--- src/rtl/mips_pkg.sv ---
`default_nettype none
// +----------------------------------------------------------------------------+
// | Module   : mips_pkg                                                        |
// | Desc     : Shared constants and types for the 5-stage MIPS pipeline.       |
// | Revision : 1.0                                                             |
// +----------------------------------------------------------------------------+
package mips_pkg;

   // EX operand mux selects
   localparam logic [1:0] FWD_REGFILE = 2'b00;
   localparam logic [1:0] FWD_EXMEM   = 2'b10;
   localparam logic [1:0] FWD_MEMWB   = 2'b01;

   // Register 0 reads as zero and is never a forwarding source
   localparam int REG_ZERO = 0;

   typedef enum logic [0:0] {
      HZ_IDLE  = 1'b0,
      HZ_STALL = 1'b1
   } hzState_t;

endpackage : mips_pkg
`default_nettype wire

--- src/rtl/fwd_src_decode.sv ---
`default_nettype none
// +----------------------------------------------------------------------------+
// | Module   : fwd_src_decode                                                  |
// | Desc     : Per-operand producer match, forward priority and load-use flag. |
// | Revision : 1.0                                                             |
// +----------------------------------------------------------------------------+
module fwd_src_decode
   import mips_pkg::*;
#(
   parameter int REG_AW = 5
) (
   input  logic [REG_AW-1:0] src,
   input  logic              srcUse,
   input  logic [REG_AW-1:0] ex_dest,
   input  logic              ex_regwrite,
   input  logic              ex_memread,
   input  logic [REG_AW-1:0] mem_dest,
   input  logic              mem_regwrite,
   input  logic [REG_AW-1:0] wb_dest,
   input  logic              wb_regwrite,
   output logic [1:0]        nxtSel,
   output logic              bypass,
   output logic              loadUse
);

   function automatic logic hit(
      input logic [REG_AW-1:0] d,
      input logic              we,
      input logic [REG_AW-1:0] s,
      input logic              srcUsed
   );
      hit = we & srcUsed & (d != REG_AW'(REG_ZERO)) & (d == s);
   endfunction

   logic w_exAluHit;
   logic w_exAnyHit;
   logic w_memHit;
   logic w_wbHit;

   // A load in EX has no result on EX_MEM yet, so it can only stall, not forward
   assign w_exAluHit = hit(ex_dest, ex_regwrite & ~ex_memread, src, srcUse);
   assign w_exAnyHit = hit(ex_dest, ex_regwrite, src, srcUse);
   assign w_memHit   = hit(mem_dest, mem_regwrite, src, srcUse);
   assign w_wbHit    = hit(wb_dest, wb_regwrite, src, srcUse);
   assign loadUse    = hit(ex_dest, ex_regwrite & ex_memread, src, srcUse);

   always_comb begin
      nxtSel = FWD_REGFILE;
      if (w_exAluHit) begin
         nxtSel = FWD_EXMEM;
      end else if (w_memHit) begin
         nxtSel = FWD_MEMWB;
      end
   end

   // Regfile write and read in the same cycle; a younger producer overrides it
   assign bypass = w_wbHit & ~w_memHit & ~w_exAnyHit;

endmodule : fwd_src_decode
`default_nettype wire

--- src/rtl/forwarding_hazard_unit.sv ---
`default_nettype none
// +----------------------------------------------------------------------------+
// | Module   : forwarding_hazard_unit                                          |
// | Desc     : EX forwarding selects, WB->ID bypass and load-use stall FSM.    |
// | Revision : 1.0                                                             |
// +----------------------------------------------------------------------------+
module forwarding_hazard_unit
   import mips_pkg::*;
#(
   parameter int NUM_SRC  = 2,
   parameter int REG_AW   = 5,
   parameter int LOAD_LAT = 1
) (
   input  logic                      clk,
   input  logic                      rst,
   input  logic                      hold,
   input  logic [NUM_SRC*REG_AW-1:0] id_src,
   input  logic [NUM_SRC-1:0]        id_src_use,
   input  logic [REG_AW-1:0]         ex_dest,
   input  logic                      ex_regwrite,
   input  logic                      ex_memread,
   input  logic [REG_AW-1:0]         mem_dest,
   input  logic                      mem_regwrite,
   input  logic [REG_AW-1:0]         wb_dest,
   input  logic                      wb_regwrite,
   output logic [NUM_SRC*2-1:0]      fwd_sel,
   output logic [NUM_SRC-1:0]        id_bypass,
   output logic                      stall,
   output logic                      flush_ex
);

   localparam logic [1:0] c_STALL_INIT = 2'(LOAD_LAT - 1);

   logic [NUM_SRC*2-1:0] w_nxtSel;
   logic [NUM_SRC-1:0]   w_bypass;
   logic [NUM_SRC-1:0]   w_luVec;
   logic                 w_loadUse;
   logic                 w_stall;

   hzState_t             r_state;
   hzState_t             w_nextState;
   logic [1:0]           r_cnt;
   logic [1:0]           w_nextCnt;
   logic [NUM_SRC*2-1:0] r_fwdSel;

   for (genvar i = 0; i < NUM_SRC; i++) begin : g_src
      fwd_src_decode #(
         .REG_AW (REG_AW)
      ) u_dec (
         .src          (id_src[i*REG_AW +: REG_AW]),
         .srcUse       (id_src_use[i]),
         .ex_dest      (ex_dest),
         .ex_regwrite  (ex_regwrite),
         .ex_memread   (ex_memread),
         .mem_dest     (mem_dest),
         .mem_regwrite (mem_regwrite),
         .wb_dest      (wb_dest),
         .wb_regwrite  (wb_regwrite),
         .nxtSel       (w_nxtSel[i*2 +: 2]),
         .bypass       (w_bypass[i]),
         .loadUse      (w_luVec[i])
      );
   end

   assign w_loadUse = |w_luVec;

   always_ff @(posedge clk or posedge rst) begin
      if (rst) begin
         r_state <= HZ_IDLE;
         r_cnt   <= 2'd0;
      end else begin
         r_state <= w_nextState;
         r_cnt   <= w_nextCnt;
      end
   end

   // hold freezes the counter and state; cnt counts the remaining stall cycles
   always_comb begin
      w_nextState = r_state;
      w_nextCnt   = r_cnt;
      if (!hold) begin
         case (r_state)
            HZ_IDLE: begin
               if (w_loadUse && (LOAD_LAT > 1)) begin
                  w_nextState = HZ_STALL;
                  w_nextCnt   = c_STALL_INIT;
               end
            end
            HZ_STALL: begin
               w_nextCnt = r_cnt - 2'd1;
               if (r_cnt == 2'd1) begin
                  w_nextState = HZ_IDLE;
               end
            end
            default: begin
               w_nextState = HZ_IDLE;
               w_nextCnt   = 2'd0;
            end
         endcase
      end
   end

   always_comb begin
      w_stall   = (r_state == HZ_STALL) | w_loadUse;
      stall     = w_stall & ~rst;
      flush_ex  = w_stall & ~rst;
      id_bypass = rst ? '0 : w_bypass;
   end

   // A stalled cycle pushes a bubble into EX, which must read the regfile path
   always_ff @(posedge clk or posedge rst) begin
      if (rst) begin
         r_fwdSel <= '0;
      end else if (!hold) begin
         r_fwdSel <= w_stall ? '0 : w_nxtSel;
      end
   end

   assign fwd_sel = r_fwdSel;

endmodule : forwarding_hazard_unit
`default_nettype wire
--- config.mk ---
export PLATFORM = sky130hd
export DESIGN_NAME = forwarding_hazard_unit
export DESIGN_NICKNAME = d
export VERILOG_FILES = /design/src/rtl/mips_pkg.sv /design/src/rtl/fwd_src_decode.sv /design/src/rtl/forwarding_hazard_unit.sv
export SDC_FILE = /design/constraint.sdc
export NUM_CORES = 1
export LEC_CHECK = 0
export ABC_AREA = 1
export CORE_MARGIN = 1.5
export CORE_UTILIZATION = 34
export DETAILED_ROUTE_END_ITERATION = 7
export SLEW_MARGIN = 20
export SYNTH_ARGS = -nofsm -noshare
export SYNTH_HDL_FRONTEND = slang
export SYNTH_HIERARCHICAL = 1
export SYNTH_SLANG_ARGS = --single-unit
--- constraint.sdc ---
create_clock -name clk -period 2.1 [get_ports clk]
set_input_delay 0.315 -clock clk [delete_from_list [all_inputs] [get_ports clk]]
set_output_delay 0.315 -clock clk [all_outputs]
set_load 0.01 [all_outputs]
==> metrics.md, run 1 <==
| Metric | Value |
|---|---|
| Clk buf depth | 2 |
| Synth Flop Type | dfrtp_1 |
| Syn-to-layout area delta | 62.3% |
| Total global-route track usage | about a fifth |
| I/O Buffers | 41 |
| Worst path cell trace | clkdlybuf4s50_1 -> nand2_1 -> a21oi_2 -> nand3_1 -> nor2_1 -> nand2_1 -> nor2_1 -> inv_1 -> nor2_1 -> clkdlybuf4s15_2 |
| Core ar. | approximately 0.0033 mm2 |
| Detailed Place HPWL | between 3000 and 4000 um |
| Worst path required time | about 1.8 ns |
| CP max stage cell | clkdlybuf4s50_1 |
| Max-Cap Viols | 0 |
| Placer Congestion | 0.909 |
| Critical path type | input pin to primary output |
| Htree depth | 1 |
| Max-slew headroom | about two thirds |
| Startpoint Class | input pin |
| Die W | around 60 um |
| Status | finished clean |
| Nets | approximately 340 |
| Slew @ Worst Pin | around 0.50 ns |
| Post-route ant nets | 0 |
| Via Count | between 1500 and 2000 |
| Syn. warnings | 6 |
| CTS tree | yes |
| Unique masters post-synth | 19 |
| Finish-stage setup viols | 0 |
| Top post-synthesis cells by count | nand2_1 (73), nor2_1 (44), inv_1 (33), nand3_1 (16), inv_2 (10) |
| R2R Setup Slk | ~1.2 ns |
| Crit-path max cell delay | about 0.5 ns |
| Synth async-reset ratio | between 90% and 100% |
| CP max FO | 2 |
| Max Clk Rate | 507 MHz |
| Register area share after synthesis | approximately 15% |
| Global-route wire length before repair | 5620 um |
| Placed Cells | approximately 340 |
| DR DRC count | 0 |
| Die Area | between 0.003 and 0.004 mm2 |
| Final Critical Period | 1.97 ns |
| Initial antenna violation count | 0 |
| Post-Layout Cell Count | 354 |
| Pre-CTS WS | -0.565 ns |
| Mapped Nets | 265 |
| Worst setup path end | id_bypass[0] |
| Avg WL per Cell | 10.1 um |
| Total grt overflow | 0 |
| Area of the mapped netlist | 0.00117 mm2 |
| Hold Path Class | input pin to async pin |
| WP data arrival | roughly 1.7 ns |
| CTS clk-pin slew, worst paths | ~0.060 ns |
| VDD IR max | approximately 110 uV |
| Final Cycle Share | between 90 and 100% |
| FF-to-FF Start | r_cnt[0]$_DFFE_PP0P_ |
| Largest area contributor in the netlist | nand2_1 |
| Clk_skew | approximately 0.006 ns |
| Cts bufs inserted | 3 |
| Synth Instances | 230 |
| Proportion of layout cells with a drive suffix above 1 | between 20% and 30% |
| CTS Hold Buffers Added | 0 |
| Hold slack final | between 0.4 and 0.5 ns |
| Drt first pass iters | 4 |
| Post-layout util | between 50% and 60% |
| Syn Area/Cell | roughly 5.1 um2 |
| WL final | ~3600 um |
| Largest net degree at the start of global routing | 12 |
| Reg2Reg Depth | 3 |
| Power per cell area | roughly 300 mW/mm2 |
| Synth top area share | a little under a quarter |
| Lkg Pwr | ~1.1 nW |
| Synth Register Bits | 7 |
| Number of global-route vias before repair | roughly 1400 |
| Most frequent cell after synthesis | nand2_1 |
| Initial Util | 35.4% |
| Clock latency on the worst-skew pair | between 0.2 and 0.3 ns |
| Post-synth EDFFs | 0 |
| Final hold vios | 0 |
| Slew Viols, Final | 0 |
| Worst setup path startpoint | wb_regwrite |
| Synth area leaders | nand2_1 (23%), dfrtp_1 (15%), nor2_1 (14%), inv_1 (11%), nand3_1 (6.8%) |
| Final WS setup | ~0.13 ns |
| Number of clock sinks | 7 |
| Die Y-Extent | 61.8 um |
| Most frequent CP cell | nor2_1 |
| I/O pin cnt | 42 |
| Ant diodes | 0 |
| DRC marker count from the first detailed-route iteration | 58 |
| Crit end category | primary output |
| Reg-to-reg endpoint | r_cnt[1]$_DFFE_PP0P_ |
| Clock root cell | clkbuf_4 |
| Routed vias/inst | 4.41 |
| Num rows | 21 |
## timing repair
action / 4_1_cts / 5_1_grt
gates resized for setup: 42 / 15
setup endpoints to repair: 4 / 5
pin swaps: 8 / 3
setup buffers: 7 / 2
## routing by layer
layer  share of wire, %  up-vias  global-route usage, %  routed length, um
li1                   -      849                      -                  -
met1                 43      675                   21.3               1520
met2                 54       35                   40.3               1910
met3                2.7        2                  0.828                 97
met4               0.67        0                   2.43                 24
met5                  0        -                      0                  0
## sequential cells by signal, indices dropped and copies added, names as in the netlist
register	count
r_cnt	2
r_state	1
fwd_sel	4
## kinds of logic after synthesis
logic type | Yosys count | synth area share (%)
fa+ha+maj | 1 | 1.07
buf+inv | 47 | 16.6
xor+xnor | 6 | 4.48
flops | 7 | 14.9
simple gates | 153 | 55.1
compound gates | 16 | 7.78
## worst min path at each step
| stage | start | end | slack, ns |
|---|---|---|---|
| floorplan | rst | fwd_sel[0]$_DFFE_PP0N_ | 0.12 |
| global placement | fwd_sel[1]$_DFFE_PP0N_ | fwd_sel[1]$_DFFE_PP0N_ | 0.46 |
| detailed placement | fwd_sel[2]$_DFFE_PP0N_ | fwd_sel[2]$_DFFE_PP0N_ | 0.46 |
| CTS | rst | r_state$_DFFE_PP0N_ | 0.48 |
| global route | rst | r_state$_DFFE_PP0N_ | 0.49 |
| finish | rst | r_state$_DFFE_PP0N_ | 0.47 |
## placed cells by master, fill, tap and decap left out, types with 2 or more instances in the layout
cell type,count
a21oi_1,6
a21oi_2,4
buf_2,3
buf_4,37
clkbuf_2,3
clkbuf_4,3
clkdlybuf4s50_1,11
dfrtp_1,7
dlygate4sd2_1,15
dlymetal6s2s_1,7
inv_1,31
inv_2,12
nand2_1,73
nand2_2,4
nand3_1,16
nand4_1,6
nor2_1,39
nor2_2,11
nor2_4,2
nor3_1,2
o21ai_0,2
o21ai_1,4
xor2_1,6
## critical path: cells and delay by family
kind / cells / cell delay [ns]
and+or+nand+nor: 6 / 0.47
AOI/OAI and AO/OA: 1 / 0.11
buffers and inverters: 3 / 0.77
## metrics by stage
| step | power (mW) | setup TNS, ns | instance area [um2] |
|---|---|---|---|
| after floorplan | 0.306 | 0 | 1170 |
| after global placement | 0.463 | -1.97 | 1820 |
| after detailed placement | 0.464 | -2.03 | 1820 |
| after CTS | 0.577 | 0 | 1880 |
| after global routing | 0.626 | -0.0136 | 1900 |
| final | 0.574 | 0 | 1900 |
## cell type report
| class | count | area [um2] |
|---|---|---|
| clock inverter | 1 | 5.00 |
| sequential | 7 | 175 |
| inverter | 43 | 161 |
| timing repair buffer | 78 | 658 |
| clock buffer | 3 | 22.5 |
| multi-input combinational | 176 | 825 |
| fill | 359 | 1410 |
| tap | 46 | 57.6 |
## power breakdown
| part | switching [mW] | internal, mW | total (mW) |
|---|---|---|---|
| Clock | 0.0521 | 0.0696 | 0.122 |
| Combinational | 0.151 | 0.135 | 0.286 |
| Sequential | 0.0114 | 0.155 | 0.167 |
Note: power is estimated with default switching activity, not from simulation.
==> run 2, diff against run 1 <==
--- a/config.mk
+++ b/config.mk
@@ -14,3 +14,4 @@
 export SYNTH_HDL_FRONTEND = slang
 export SYNTH_HIERARCHICAL = 1
 export SYNTH_SLANG_ARGS = --single-unit
+export TNS_END_PERCENT = 50
==> results of run 2 <==
Final layout, timing and power as in run 1 (identical DEF).
==> run 3, diff against run 2 <==
--- a/config.mk
+++ b/config.mk
@@ -9,6 +9,7 @@
 export CORE_MARGIN = 1.5
 export CORE_UTILIZATION = 34
 export DETAILED_ROUTE_END_ITERATION = 7
+export MAX_ROUTING_LAYER = met4
 export SLEW_MARGIN = 20
 export SYNTH_ARGS = -nofsm -noshare
 export SYNTH_HDL_FRONTEND = slang
==> results of run 3 <==
Final layout, timing and power as in run 1 (identical DEF).
Among the figures that moved: final weighted congestion in routability-driven placement 0.909 -> 0.924; overall routing resource usage 19.2% -> 19.8%
